### src/rtl/h14tx_pkg.sv
// h14tx_pkg: shared types and constants for the h14tx transmit path.
//   video_t   - one 8-bit colour channel
//   pattern_t - test-pattern selector (bars, ramp, checker, moving bar)
//   RGB_*     - 24-bit {R,G,B} colour constants
//   next_pattern() - cyclic successor of a pattern_t value
package h14tx_pkg;

    typedef logic [7:0] video_t;

    typedef enum logic [1:0] {
        PAT_BARS  = 2'd0,
        PAT_RAMP  = 2'd1,
        PAT_CHECK = 2'd2,
        PAT_BAR   = 2'd3
    } pattern_t;

    localparam logic [23:0] RGB_WHITE   = 24'hFF_FF_FF;
    localparam logic [23:0] RGB_BLACK   = 24'h00_00_00;
    localparam logic [23:0] RGB_BG      = 24'h11_11_11;
    localparam logic [23:0] RGB_YELLOW  = 24'hFF_FF_00;
    localparam logic [23:0] RGB_CYAN    = 24'h00_FF_FF;
    localparam logic [23:0] RGB_GREEN   = 24'h00_FF_00;
    localparam logic [23:0] RGB_MAGENTA = 24'hFF_00_FF;
    localparam logic [23:0] RGB_RED     = 24'hFF_00_00;
    localparam logic [23:0] RGB_BLUE    = 24'h00_00_FF;

    // Pattern cycle 0 -> 1 -> 2 -> 3 -> 0.
    function automatic pattern_t next_pattern(input pattern_t cur);
        pattern_t nxt;
        case (cur)
            PAT_BARS:  nxt = PAT_RAMP;
            PAT_RAMP:  nxt = PAT_CHECK;
            PAT_CHECK: nxt = PAT_BAR;
            PAT_BAR:   nxt = PAT_BARS;
            default:   nxt = PAT_BARS;
        endcase
        return nxt;
    endfunction

endpackage

### src/rtl/h14tx_debounce.sv
// h14tx_debounce: 2-flop synchroniser plus stable-level debouncer for a
// push-button. Emits a single-cycle pulse when the accepted level rises.
//   clk   - pixel clock
//   rst_n - synchronous active-low reset
//   btn   - raw asynchronous button pin, high = pressed
//   press - one-cycle pulse on an accepted 0->1 transition
module h14tx_debounce #(
    parameter int DebounceCycles = 1_000_000
) (
    input  logic clk,
    input  logic rst_n,
    input  logic btn,
    output logic press
);

    localparam int CntW = (DebounceCycles > 1) ? $clog2(DebounceCycles + 1) : 1;
    localparam logic [CntW-1:0] CntLast = CntW'(DebounceCycles - 1);

    logic            sync1_r;
    logic            sync2_r;
    logic            level_r;
    logic            press_r;
    logic [CntW-1:0] count_r;

    // Synchronise the pin, then count consecutive cycles that disagree with
    // the accepted level; the level flips on the DebounceCycles-th one.
    always_ff @(posedge clk) begin
        if (!rst_n) begin
            sync1_r <= 1'b0;
            sync2_r <= 1'b0;
            level_r <= 1'b0;
            press_r <= 1'b0;
            count_r <= '0;
        end else begin
            sync1_r <= btn;
            sync2_r <= sync1_r;
            press_r <= 1'b0;
            if (sync2_r != level_r) begin
                if (count_r == CntLast) begin
                    level_r <= sync2_r;
                    count_r <= '0;
                    // Only a rising accepted level is a press; release is silent.
                    press_r <= sync2_r;
                end else begin
                    count_r <= count_r + CntW'(1);
                end
            end else begin
                count_r <= '0;
            end
        end
    end

    assign press = press_r;

endmodule

### src/rtl/h14tx_pattgen.sv
// h14tx_pattgen: video test-pattern source feeding h14tx_dvo.
// Returns one registered RGB pixel per clock for the incoming (x,y), with a
// fixed one-cycle latency. A debounced button selects among four patterns;
// the change is applied only at the start of a frame.
//   clk     - pixel clock
//   rst_n   - synchronous active-low reset
//   btn     - raw asynchronous button, high = pressed
//   x, y    - raster coordinates from h14tx_dvo
//   video   - [2]=R, [1]=G, [0]=B, 8 bits each, registered
//   pattern - currently active pattern
module h14tx_pattgen
    import h14tx_pkg::*;
#(
    parameter int BitWidth       = 11,
    parameter int BitHeight      = 10,
    parameter int ActiveW        = 1280,
    parameter int ActiveH        = 720,
    parameter int DebounceCycles = 1_000_000
) (
    input  logic                 clk,
    input  logic                 rst_n,
    input  logic                 btn,
    input  logic [BitWidth-1:0]  x,
    input  logic [BitHeight-1:0] y,
    output video_t [2:0]         video,
    output pattern_t             pattern
);

    localparam logic [31:0] ActW    = 32'(ActiveW);
    localparam logic [31:0] ActH    = 32'(ActiveH);
    // Bar boundaries as constants so no divider is built.
    localparam logic [31:0] Bar1    = 32'((ActiveW / 8) * 1);
    localparam logic [31:0] Bar2    = 32'((ActiveW / 8) * 2);
    localparam logic [31:0] Bar3    = 32'((ActiveW / 8) * 3);
    localparam logic [31:0] Bar4    = 32'((ActiveW / 8) * 4);
    localparam logic [31:0] Bar5    = 32'((ActiveW / 8) * 5);
    localparam logic [31:0] Bar6    = 32'((ActiveW / 8) * 6);
    localparam logic [31:0] Bar7    = 32'((ActiveW / 8) * 7);
    localparam logic [31:0] BarStep = 32'd4;
    localparam logic [31:0] BarWide = 32'd16;

    logic                 press_s;
    logic                 frame_start_s;
    logic                 pend_any_s;
    logic [31:0]          x_ext_s;
    logic [31:0]          y_ext_s;
    logic [31:0]          bar_ext_s;
    logic [31:0]          bar_next_ext_s;
    pattern_t             pattern_next_s;
    logic                 pending_next_s;
    logic [BitWidth-1:0]  bar_next_s;
    logic [23:0]          pixel_s;

    pattern_t             pattern_r;
    logic                 pending_r;
    logic [BitWidth-1:0]  bar_pos_r;
    logic [BitWidth-1:0]  x_q_r;
    logic [BitHeight-1:0] y_q_r;
    video_t [2:0]         video_r;

    h14tx_debounce #(
        .DebounceCycles(DebounceCycles)
    ) u_debounce (
        .clk   (clk),
        .rst_n (rst_n),
        .btn   (btn),
        .press (press_s)
    );

    assign x_ext_s        = 32'(x);
    assign y_ext_s        = 32'(y);
    assign bar_ext_s      = 32'(bar_pos_r);
    assign bar_next_ext_s = 32'(bar_next_s);

    // (0,0) that was not already (0,0) last cycle: one pulse per frame even if
    // the DVO holds the origin for several cycles.
    assign frame_start_s = (x == '0 && y == '0) && !(x_q_r == '0 && y_q_r == '0);

    // A press arriving in the frame-start cycle itself still counts.
    assign pend_any_s = pending_r | press_s;

    // Next-state pattern, pending flag and bar position.
    always_comb begin
        pattern_next_s = pattern_r;
        pending_next_s = pend_any_s;
        bar_next_s     = bar_pos_r;
        if (frame_start_s) begin
            if (pend_any_s) begin
                pattern_next_s = next_pattern(pattern_r);
                pending_next_s = 1'b0;
            end else begin
                pattern_next_s = pattern_r;
                pending_next_s = 1'b0;
            end
            if (bar_ext_s + BarStep >= ActW) begin
                bar_next_s = '0;
            end else begin
                bar_next_s = bar_pos_r + BitWidth'(4);
            end
        end else begin
            pattern_next_s = pattern_r;
            bar_next_s     = bar_pos_r;
        end
    end

    // Pixel mux; uses next-state values so the origin pixel already shows the
    // new frame's pattern and bar position.
    always_comb begin
        pixel_s = RGB_BLACK;
        if (x_ext_s < ActW && y_ext_s < ActH) begin
            case (pattern_next_s)
                PAT_BARS: begin
                    if (x_ext_s < Bar1) begin
                        pixel_s = RGB_WHITE;
                    end else if (x_ext_s < Bar2) begin
                        pixel_s = RGB_YELLOW;
                    end else if (x_ext_s < Bar3) begin
                        pixel_s = RGB_CYAN;
                    end else if (x_ext_s < Bar4) begin
                        pixel_s = RGB_GREEN;
                    end else if (x_ext_s < Bar5) begin
                        pixel_s = RGB_MAGENTA;
                    end else if (x_ext_s < Bar6) begin
                        pixel_s = RGB_RED;
                    end else if (x_ext_s < Bar7) begin
                        pixel_s = RGB_BLUE;
                    end else begin
                        pixel_s = RGB_BLACK;
                    end
                end
                PAT_RAMP:  pixel_s = {x[7:0], x[7:0], x[7:0]};
                PAT_CHECK: pixel_s = (x[5] ^ y[5]) ? RGB_WHITE : RGB_BLACK;
                PAT_BAR: begin
                    // Clipping at ActiveW is covered by the active-area test.
                    if (x_ext_s >= bar_next_ext_s && x_ext_s < bar_next_ext_s + BarWide) begin
                        pixel_s = RGB_WHITE;
                    end else begin
                        pixel_s = RGB_BG;
                    end
                end
                default:   pixel_s = RGB_BLACK;
            endcase
        end else begin
            pixel_s = RGB_BLACK;
        end
    end

    // State and output registers.
    always_ff @(posedge clk) begin
        if (!rst_n) begin
            video_r   <= '0;
            pattern_r <= PAT_BARS;
            pending_r <= 1'b0;
            bar_pos_r <= '0;
            x_q_r     <= '0;
            y_q_r     <= '0;
        end else begin
            video_r   <= pixel_s;
            pattern_r <= pattern_next_s;
            pending_r <= pending_next_s;
            bar_pos_r <= bar_next_s;
            x_q_r     <= x;
            y_q_r     <= y;
        end
    end

    assign video   = video_r;
    assign pattern = pattern_r;

endmodule

### config.mk
export PLATFORM = sky130hd
export DESIGN_NAME = h14tx_pattgen
export DESIGN_NICKNAME = d
export VERILOG_FILES = /design/src/rtl/h14tx_pkg.sv /design/src/rtl/h14tx_debounce.sv /design/src/rtl/h14tx_pattgen.sv
export SDC_FILE = /design/constraint.sdc
export NUM_CORES = 1
export LEC_CHECK = 0
export ABC_AREA = 1
export ABC_CLOCK_PERIOD_IN_PS = 9200
export BUFFER_PORTS_ARGS = -buffer_cell sky130_fd_sc_hd__buf_2
export CORE_AREA = 2 2 65 128
export CTS_BUF_LIST = sky130_fd_sc_hd__clkbuf_4 sky130_fd_sc_hd__clkbuf_8 sky130_fd_sc_hd__clkbuf_16
export DETAILED_ROUTE_END_ITERATION = 7
export DIE_AREA = 0 0 67 130
export PLACE_DENSITY = 0.89
export SYNTH_ARGS = -nofsm -noshare
export SYNTH_HDL_FRONTEND = slang
export SYNTH_HIERARCHICAL = 1
export SYNTH_SLANG_ARGS = --single-unit
### constraint.sdc
create_clock -name clk -period 9.2 [get_ports clk]
set_clock_uncertainty 0.1 [all_clocks]
set_input_delay 0.46 -clock clk [delete_from_list [all_inputs] [get_ports clk]]
set_output_delay 0.46 -clock clk [all_outputs]
set_load 0.005 [all_outputs]
==> results.py <==
metrics = {
    "logic_synthesis": {
        "syn_nets": 678,
        "synthCells": 631,
        "synth_largest_area_cell": "dfxtp_1",
        "avgSynthCellArea_sq_um": 7.19,
        "synthTopCellsByArea": "dfxtp_1, nand2_1, inv_1, ha_1, nor2_1",
        "synth.most_common_cell": "nand2_1",
        "yosysSeqAreaShare_pct": 36.6,
        "synth_edf_count": 0,
        "ys_seq_elements": 83,
        "yosys.area.top_type_share_pct": 36.6,
        "netlist-cell-type-count": 45,
        "synthTopCellsByCount": "nand2_1, inv_1, dfxtp_1, nor2_1, nand3_1",
        "syn_area_sq_um": 4530,
        "ys.flop_type": "dfxtp_1",
        "async_flop_share_pct": 0,
        "yosys_warnings": 6,
    },
    "clock_network": {
        "clockRootBuffer": "clkbuf_16",
        "clk_latency_ps": 340,
        "clkTransAtPathRegs_ps": 60,
        "post_cts_buffers": 0,
        "cts_tree": "yes",
        "cts_hold_buf": 0,
        "cts_max_path_buffers": 2,
        "cts-htree-levels": 3,
        "cts.sinks": 83,
        "cts_made_buffers": 9,
        "cts-resized-gates": 0,
    },
    "placed_design": {
        "place_congestion": 0.934,
        "dpl.hpwl_microns": 8090,
        "placement.io_buffers": 49,
    },
    "global_routing": {
        "grt_pass1_vias": 3831,
        "antenna_found_initial": 0,
        "grt_pass1_wl_microns": 17200,
        "grt_overflow": 0,
        "grt.total_usage_pct": 25.8,
        "grt_max_degree": 28,
    },
    "floorplan": {
        "die-height_microns": 130,
        "fp.dieArea_sq_um": 8710,
        "core_area_sq_um": 7830,
        "io_pins": 50,
        "fp.dieW_microns": 67,
        "rows": 46,
        "start_util_pct": 57.9,
    },
    "power_and_ir_drop": {
        "internal_power_uw": 578,
        "clockPowerShare_pct": 42.5,
        "p_leak_nw": 2.62,
        "power.density_nw_per_um2": 149,
        "peakVddDrop_v": 0.000122,
        "p_seq_share_pct": 49.3,
        "p_total_uw": 757,
        "p_sw_uw": 179,
        "combPwrFrac_pct": 8.2,
        "p_sw_share_pct": 23.7,
    },
    "final_layout": {
        "nNetsFinal": 727,
        "fillers": 668,
        "insertedDiodeCount": 0,
        "area_delta_synth_final_pct": 12.0,
        "drive_gt1_share_pct": 18.7,
    },
    "sta": {
        "rsz0062_at_grt": "no",
        "final.setup.tns_ps": 0,
        "hold_violations": 0,
        "setup_viol": 0,
        "slew_viol_final": 0,
        "worstMarginPinSlew_ps": 810,
        "period_share_pct": 39.8,
        "fin_crit_ps": 3660,
        "fmax_ghz": 0.273,
        "whs_ps": 228,
        "slew_headroom_pct": 46.0,
    },
    "worst_hold_path": {
        "min-delay-path-class": "in -> reg",
        "hold_path_depth": 3,
        "whs_endpoint": "y_q_r[1]",
        "hold_path_startpoint": "y[1]",
    },
    "worst_setup_path": {
        "timing.rr.start": "bar_pos_r[2]",
        "crit_fanout": 18,
        "cp_slowest_stage_delay_ps": 400,
        "rrSetupSlack_ps": 5540,
        "rr_worst_depth": 25,
        "crit_cells": 25,
        "crit_path_end_kind": "register",
        "crit_arrival_ps": 3850,
        "start_kind": "register",
        "crit_buf_inv": 1,
        "reg2reg_to": "video[1]",
        "cpMostUsedCell": "nand2_1",
        "slowest_stage": "dfxtp_1",
        "crit_type": "reg -> reg",
        "critPathTopFamily": "simple AND/OR/NAND/NOR gates",
        "worstPathRequired_ps": 9390,
    },
    "detailed_routing": {
        "m1WireLength_microns": 4370,
        "dr_total_vias": 4227,
        "first_pass_iters": 6,
        "drt_wl_total_microns": 10800,
        "routedWlPerCell_microns": 13.9,
        "highest_layer": "met4",
        "post-route-drc-count": 0,
        "drt_iter0_drc": 477,
        "final_antenna_net_count": 0,
        "route.met3.wl_microns": 769,
        "via_per_inst": 5.43,
        "route.met2.wl_microns": 5310,
    },
    "flow_run": {
        "cap_viol_max_count": 0,
    },
    "status": {
        "status": "finished, final reports clean",
    },
}
==> sequential cells by signal (all words and copies together) (netlist names) <==
name	flops
video	24
u_debounce/count_r	20
bar_pos_r	11
x_q_r	11
y_q_r	10
pattern	2
pending_r	1
u_debounce/level_r	1
u_debounce/press	1
u_debounce/sync1_r	1
u_debounce/sync2_r	1
==> layout by cell type, fill, tap and decap left out, types with 2 or more instances in the layout <==
| master | count |
|---|---|
| nor2_1 | 69 |
| o21ai_0 | 14 |
| or2_2 | 2 |
| nor2_4 | 4 |
| buf_2 | 49 |
| clkinv_2 | 2 |
| nand3_4 | 2 |
| nor2_2 | 20 |
| xnor2_1 | 2 |
| a21oi_2 | 2 |
| a21oi_1 | 18 |
| nand2_4 | 4 |
| nor3_1 | 7 |
| xor2_1 | 10 |
| nand2_1 | 156 |
| o21ai_2 | 2 |
| inv_2 | 4 |
| ha_1 | 23 |
| clkbuf_4 | 2 |
| clkbuf_16 | 9 |
| inv_1 | 98 |
| nand4_1 | 30 |
| nand3_1 | 32 |
| nand2_2 | 13 |
| dfxtp_1 | 83 |
| nand3_2 | 4 |
| or2_0 | 2 |
| nor2_8 | 2 |
==> power by group through the flow <==
stage / combinational (mW) / sequential [mW] / clock, mW
2_1_floorplan: 0.0378 / 0.381 / 0
3_3_place_gp: 0.0589 / 0.381 / 0
3_5_place_dp: 0.0609 / 0.381 / 0
4_1_cts: 0.0615 / 0.373 / 0.323
5_1_grt: 0.0701 / 0.374 / 0.336
6_report: 0.0620 / 0.373 / 0.322
==> worst min-delay path, delay by kind of cell <==
family,cells,cell delay [ps]
buf+inv,2,130
simple gates,1,50
==> logic make-up (layout without fill, tap and decap cells) <==
| group | Yosys count | in the layout | synth area share, % |
|---|---|---|---|
| AND/OR/NAND/NOR | 352 | 352 | 37.5 |
| XOR/XNOR | 12 | 12 | 2.32 |
| AO/OA/AOI/OAI | 45 | 45 | 6.18 |
| buffers and inverters | 115 | 167 | 10.5 |
| multiplexers | 1 | 1 | 0.497 |
| adder cells (fa/ha/maj) | 23 | 23 | 6.35 |
| flip-flops | 83 | 83 | 36.6 |
==> per-stage QoR <==
step                      utilization, %  setup slack [ps]  instance area [sq um]  instances
after detailed placement            61.6              5430                   4820        765
final                               64.9              5540                   5080        779
after floorplan                        -              5930                   4530        631
after CTS                           64.9              5600                   5080        779
after global placement              61.6              5600                   4820        765
after global routing                64.9              5110                   5080        779
==> worst max path at each step <==
stage                 startpoint  slack, ps   endpoint
floorplan                   x[7]       5930   video[1]
global placement            x[9]       5600  video[19]
CTS                 bar_pos_r[2]       5600   video[1]
detailed placement          x[9]       5430  video[15]
finish              bar_pos_r[2]       5540   video[1]
global route        bar_pos_r[2]       5110   video[9]
==> layout make-up <==
cell class | instances | area (sq um) | share of cell area (%)
clock buffer | 11 | 240 | 4.73
clock inverter | 3 | 17.5 | 0.345
timing repair buffer | 49 | 245 | 4.83
sequential | 83 | 1660 | 32.7
tap | 96 | 120 | 2.36
inverter | 104 | 398 | 7.83
multi-input combinational | 433 | 2400 | 47.2
==> layer usage <==
| metal | vias to the layer above | GRT usage [%] |
|---|---|---|
| met1 | 1927 | 31.8 |
| met3 | 35 | 4.57 |
| met5 | - | 0 |
| li1 | 2076 | - |
| met4 | 0 | 12.2 |
| met2 | 189 | 42.9 |
Power figures use the tool's default switching activity.
